`src/rtl/hazard_ctrl.sv`:
```
// Hazard and forwarding controller for a 5-stage in-order core: load-use stall,
// taken-branch flush, LSU freeze, EX operand forwarding and two hazard counters.
module hazard_ctrl #(
  parameter int REG_AW = 5,
  parameter int CNT_W  = 16
) (
  input  logic              clk_i,
  input  logic              rst_i,
  input  logic [REG_AW-1:0] id_rs1_i,
  input  logic [REG_AW-1:0] id_rs2_i,
  input  logic [REG_AW-1:0] id_rd_i,
  input  logic              id_use_rs1_i,
  input  logic              id_is_rs2_i,
  input  logic              id_rd_wren_i,
  input  logic              id_is_load_i,
  input  logic              ex_br_taken_i,
  input  logic              mem_busy_i,
  output logic              stall_pc_o,
  output logic              stall_if_id_o,
  output logic              flush_if_id_o,
  output logic              flush_id_ex_o,
  output logic              stall_ex_o,
  output logic [1:0]        fwd_a_sel_o,
  output logic [1:0]        fwd_b_sel_o,
  output logic [CNT_W-1:0]  ld_stall_cnt_o,
  output logic [CNT_W-1:0]  flush_cnt_o
);

  localparam logic [CNT_W-1:0] CNT_ONE = {{(CNT_W-1){1'b0}}, 1'b1};

  logic [REG_AW-1:0] ex_rs1, ex_rs2, ex_rd, mem_rd, wb_rd;
  logic              ex_use_rs1, ex_is_rs2, ex_wren, ex_is_load;
  logic              mem_wren, mem_is_load, wb_wren;
  logic              lu, ld_inc, fl_inc, ex_bubble;

  // Load in EX whose destination the ID instruction actually reads.
  assign lu = ex_is_load && ex_wren && (ex_rd != '0) &&
              ((id_use_rs1_i && (ex_rd == id_rs1_i)) ||
               (id_is_rs2_i  && (ex_rd == id_rs2_i)));

  assign fl_inc    = !mem_busy_i && ex_br_taken_i;
  assign ld_inc    = !mem_busy_i && !ex_br_taken_i && lu;
  assign ex_bubble = ex_br_taken_i || lu;

  always_comb begin
    stall_pc_o    = 1'b0;
    stall_if_id_o = 1'b0;
    flush_if_id_o = 1'b0;
    flush_id_ex_o = 1'b0;
    stall_ex_o    = 1'b0;
    if (mem_busy_i) begin
      stall_pc_o    = 1'b1;
      stall_if_id_o = 1'b1;
      stall_ex_o    = 1'b1;
    end else if (ex_br_taken_i) begin
      flush_if_id_o = 1'b1;
      flush_id_ex_o = 1'b1;
    end else if (lu) begin
      stall_pc_o    = 1'b1;
      stall_if_id_o = 1'b1;
      flush_id_ex_o = 1'b1;
    end
  end

  // MEM beats WB; loads in MEM have no data yet, and x0 is never forwarded.
  always_comb begin
    fwd_a_sel_o = 2'b00;
    fwd_b_sel_o = 2'b00;
    if (ex_use_rs1 && mem_wren && !mem_is_load && (mem_rd != '0) && (mem_rd == ex_rs1))
      fwd_a_sel_o = 2'b01;
    else if (ex_use_rs1 && wb_wren && (wb_rd != '0) && (wb_rd == ex_rs1))
      fwd_a_sel_o = 2'b10;
    if (ex_is_rs2 && mem_wren && !mem_is_load && (mem_rd != '0) && (mem_rd == ex_rs2))
      fwd_b_sel_o = 2'b01;
    else if (ex_is_rs2 && wb_wren && (wb_rd != '0) && (wb_rd == ex_rs2))
      fwd_b_sel_o = 2'b10;
  end

  always_ff @(posedge clk_i or posedge rst_i) begin
    if (rst_i) begin
      ex_rs1      <= '0;
      ex_rs2      <= '0;
      ex_rd       <= '0;
      ex_use_rs1  <= 1'b0;
      ex_is_rs2   <= 1'b0;
      ex_wren     <= 1'b0;
      ex_is_load  <= 1'b0;
      mem_rd      <= '0;
      mem_wren    <= 1'b0;
      mem_is_load <= 1'b0;
      wb_rd       <= '0;
      wb_wren     <= 1'b0;
    end else if (!mem_busy_i) begin
      wb_rd       <= mem_rd;
      wb_wren     <= mem_wren;
      mem_rd      <= ex_rd;
      mem_wren    <= ex_wren;
      mem_is_load <= ex_is_load;
      if (ex_bubble) begin
        ex_rs1     <= '0;
        ex_rs2     <= '0;
        ex_rd      <= '0;
        ex_use_rs1 <= 1'b0;
        ex_is_rs2  <= 1'b0;
        ex_wren    <= 1'b0;
        ex_is_load <= 1'b0;
      end else begin
        ex_rs1     <= id_rs1_i;
        ex_rs2     <= id_rs2_i;
        ex_rd      <= id_rd_i;
        ex_use_rs1 <= id_use_rs1_i;
        ex_is_rs2  <= id_is_rs2_i;
        ex_wren    <= id_rd_wren_i;
        ex_is_load <= id_is_load_i;
      end
    end
  end

  // Saturating counters: they stop at all-ones instead of wrapping.
  always_ff @(posedge clk_i or posedge rst_i) begin
    if (rst_i) begin
      ld_stall_cnt_o <= '0;
      flush_cnt_o    <= '0;
    end else begin
      if (ld_inc && (ld_stall_cnt_o != '1)) ld_stall_cnt_o <= ld_stall_cnt_o + CNT_ONE;
      if (fl_inc && (flush_cnt_o != '1))    flush_cnt_o    <= flush_cnt_o + CNT_ONE;
    end
  end

endmodule
```
`config.mk`:
```
export PLATFORM = sky130hd
export DESIGN_NAME = hazard_ctrl
export DESIGN_NICKNAME = d
export VERILOG_FILES = /design/src/rtl/hazard_ctrl.sv
export SDC_FILE = /design/constraint.sdc
export NUM_CORES = 1
export LEC_CHECK = 0
export CORE_ASPECT_RATIO = 0.7
export CORE_MARGIN = 8
export CORE_UTILIZATION = 35
export CTS_BUF_LIST = sky130_fd_sc_hd__clkbuf_8
export DETAILED_ROUTE_END_ITERATION = 8
export PLACE_DENSITY_LB_ADDON = 0.12
export SKIP_CTS_REPAIR_TIMING = 1
export SYNTH_ARGS = -nofsm -noshare
export SYNTH_HDL_FRONTEND = slang
export SYNTH_SLANG_ARGS = --single-unit
```
`constraint.sdc`:
```
create_clock -name clk_i -period 5.25 [get_ports clk_i]
set_clock_uncertainty 0.15 [all_clocks]
set_input_delay 0.7875 -clock clk_i [delete_from_list [all_inputs] [get_ports clk_i]]
set_output_delay 0.7875 -clock clk_i [all_outputs]
set_load 0.005 [all_outputs]
```
==> metrics.txt <==
status=finished, final reports clean; clk_lat worst skew=roughly 0.34 ns; Core Box Area=0.00855 mm2; Yosys top cell area share=about 50%; minimum clock period=roughly 3.9 ns; fin crit share=roughly 74%; sequential element share of the synthesized area=51.5%; most frequent cell on the critical path=clkdlybuf4s50_1; DIE HEIGHT=roughly 95 um; syn_nets=between 200 and 300; reg-to-reg critical path startpoint=ex_rd[0]; Residual DRC=0; grt ovf=0; Critical Path End Type=output pin; vias in the first global route=~2.4k; drt total wl=7640 um; Clock transition at path regs=about 0.070 ns; Synth Register Bits=64; Cell Chain, Critical Path=clkdlybuf4s50_1, xor2_1, nor4_1, a32oi_1, o31ai_1, clkdlybuf4s50_1; R2R Path End=ld_stall_cnt_o[7]; PortBufs=63; CTS tree=done; switching part of the total=between 20 and 30%; setup violators final=0; WHS=about 0.34 ns; Lkg Pwr=1.75 nW; Worst EP arrival=2.95 ns; relative slew slack=between 40% and 50%; unrepaired setup endpoints after global routing=false; Final Max Slew Viols=0; Slowest-stage cell, CP=clkdlybuf4s50_1; DR vias/cell=~4.9; cells after synthesis=261; CP required=approximately 4.3 ns; fin worst setup slack=1.36 ns; TritonRoute pass-1 iters=5; Die Span X=between 100 and 150 um; pwr dens=311 mW/mm2; crit path buf inv count=2; CTS Buf Count=9; syn avg cell area=between 10 and 15 um2; 1st-iter DRT viols=between 100 and 150; layout net count=~350; H-tree depth=3; DP Wirelength=roughly 5500 um; setup_tns=0 ns; hold crit path type=register to register; die area=0.0122 mm2; post-route ant nets=0; Critical path origin=id_rs2_i[2]; Least-Margin Pin Slew=0.805 ns; Setup WS pre-CTS=about 1.3 ns; layout cells sized above 1=between 10% and 20%; Clk pwr share=approximately 37%; Pint=roughly 0.9 mW; net switching power=~0.34 mW; diodes inserted=0; CP startpoint kind=input port; Crit Path Max Fanout=3; gr usage total=between 10% and 20%; Max Cap Viol=0; end point of the critical path=stall_if_id_o; Crit Path Class=input port to output pin; Gate power share=between 15 and 20%; Longest Clk Path Bufs=2; R2R depth=6; Syn-to-layout area delta=30.6%; post-synthesis instance area=slightly above 0.003 mm2; sinks on the clock net=between 60 and 70; num rows=28; IO Pins=64; CTS root buffer=clkbuf_8; Final Hold Fails=0; total number of yosys warnings=0; filler cell count=814; via count=between 2k and 2.5k; drt wl/cell=16.9 um; pin count of the biggest net entering global routing=39; distinct cell type count after synthesis=31; Fmax=roughly 260 MHz; area leader, netlist=dfrtp_1; Worst path top cell family by delay=buffers and inverters; Initial Util=a little over a third; Reg power frac=a little under half; antenna violations before repair=0; top post-synthesis cells by area=dfrtp_1 (52%), xnor2_1 (10%), xor2_1 (6.5%); Final GP Congestion=0.835; FF-to-FF setup slack=roughly 2.7 ns; max incr delay on CP=between 0.5 and 0.6 ns; first-pass GRT wire length=roughly 13000 um; stages on the worst setup path=6; worst vdd ir=roughly 0.11 mV
cell usage after synthesis, drive strengths merged:
master and number:
buf 5, or3b 1, ha 2, nand3 16, nor2b 3, xnor2 37
o211ai 1, mux2 15, o31a 1, xor2 23, or4 3, a32oi 1
inv 4, and2 4, and3 7, nand2 10, clkbuf 5, o31ai 2
nor4 4, nor3 9, and3b 1, nor2 5, nand4 14, o21ai 2
and4 3, dfrtp 64, a22o 19
flip-flops by register name, indices dropped and copies added, names as in the netlist:
signal	cells
mem_is_load	1
wb_wren	1
mem_rd	5
wb_rd	5
ex_is_load	1
ex_rd	5
ex_use_rs1	1
ld_stall_cnt_o	16
ex_rs1	5
ex_wren	1
mem_wren	1
ex_rs2	5
flush_cnt_o	16
ex_is_rs2	1
power by group through the flow:
stage / combinational (mW) / sequential (mW) / clock (mW)
2_1_floorplan: 0.111 / 0.597 / 0
3_3_place_gp: 0.195 / 0.616 / 0
3_5_place_dp: 0.197 / 0.615 / 0
4_1_cts: 0.197 / 0.606 / 0.479
5_1_grt: 0.216 / 0.616 / 0.505
6_report: 0.193 / 0.606 / 0.464
worst min-delay path by stage:
stage | startpoint | end | cells past startpoint
2_1_floorplan | wb_wren | wb_wren | 1
3_3_place_gp | flush_cnt_o[8] | flush_cnt_o[8] | 1
3_5_place_dp | flush_cnt_o[8] | flush_cnt_o[8] | 1
4_1_cts | flush_cnt_o[8] | flush_cnt_o[8] | 1
5_1_grt | flush_cnt_o[8] | flush_cnt_o[8] | 1
6_report | flush_cnt_o[8] | flush_cnt_o[8] | 1
final cells by class:
cell class              instances  area, um2  area share, %
well taps                     120        150           3.70
clock buffers                   9        124           3.05
multi-input cells             183       1430           35.2
clock inverters                 7       96.3           2.37
flip-flops and latches         64       1600           39.4
inverters                       4       15.0          0.370
repair buffers                 65        646           15.9
kinds of logic (layout without fill, tap and decap cells):
family,count (synthesis),count (layout),synth area share (%)
buf+inv,14,85,2.54
mux,15,15,5.43
compound gates,26,26,7.57
simple gates,80,80,15.2
fa+ha+maj,2,2,0.805
xor+xnor,60,60,16.9
flops,64,64,51.5
per-stage QoR:
step                power [mW]  instance area (um2)  util, %  std cells
global route              1.34                 4060     47.5        452
CTS                       1.28                 4060     47.5        452
global placement         0.811                 3840     44.9        436
detailed placement       0.812                 3840     44.9        436
finish                    1.26                 4060     47.5        452
floorplan                0.708                 3110        -        261
placed cells by master (no fill, tap or decap), drive strengths merged, types with 2 or more instances in the layout:
cell,n
a22o,19
and2,4
and3,7
and4,3
buf,2
bufinv,2
clkbuf,9
clkdlybuf4s50,63
clkinv,2
clkinvlp,3
dfrtp,64
ha,2
inv,4
mux2,15
nand2,10
nand3,16
nand4,14
nor2,5
nor2b,3
nor3,9
nor4,4
o21ai,2
o31ai,2
or4,3
xnor2,37
xor2,23
routing by layer:
| metal | wire length [um] | part of all wire (%) | vias up | GRT usage, % |
|---|---|---|---|---|
| met5 | 0 | 0 | - | 0 |
| met4 | 46 | 0.60 | 0 | 3.80 |
| met3 | 680 | 8.9 | 5 | 5.63 |
| met2 | 3220 | 42 | 69 | 19.5 |
| met1 | 3690 | 48 | 1080 | 18.4 |
| li1 | - | - | 1075 | - |
No activity file was read; power rests on OpenSTA's default activity.
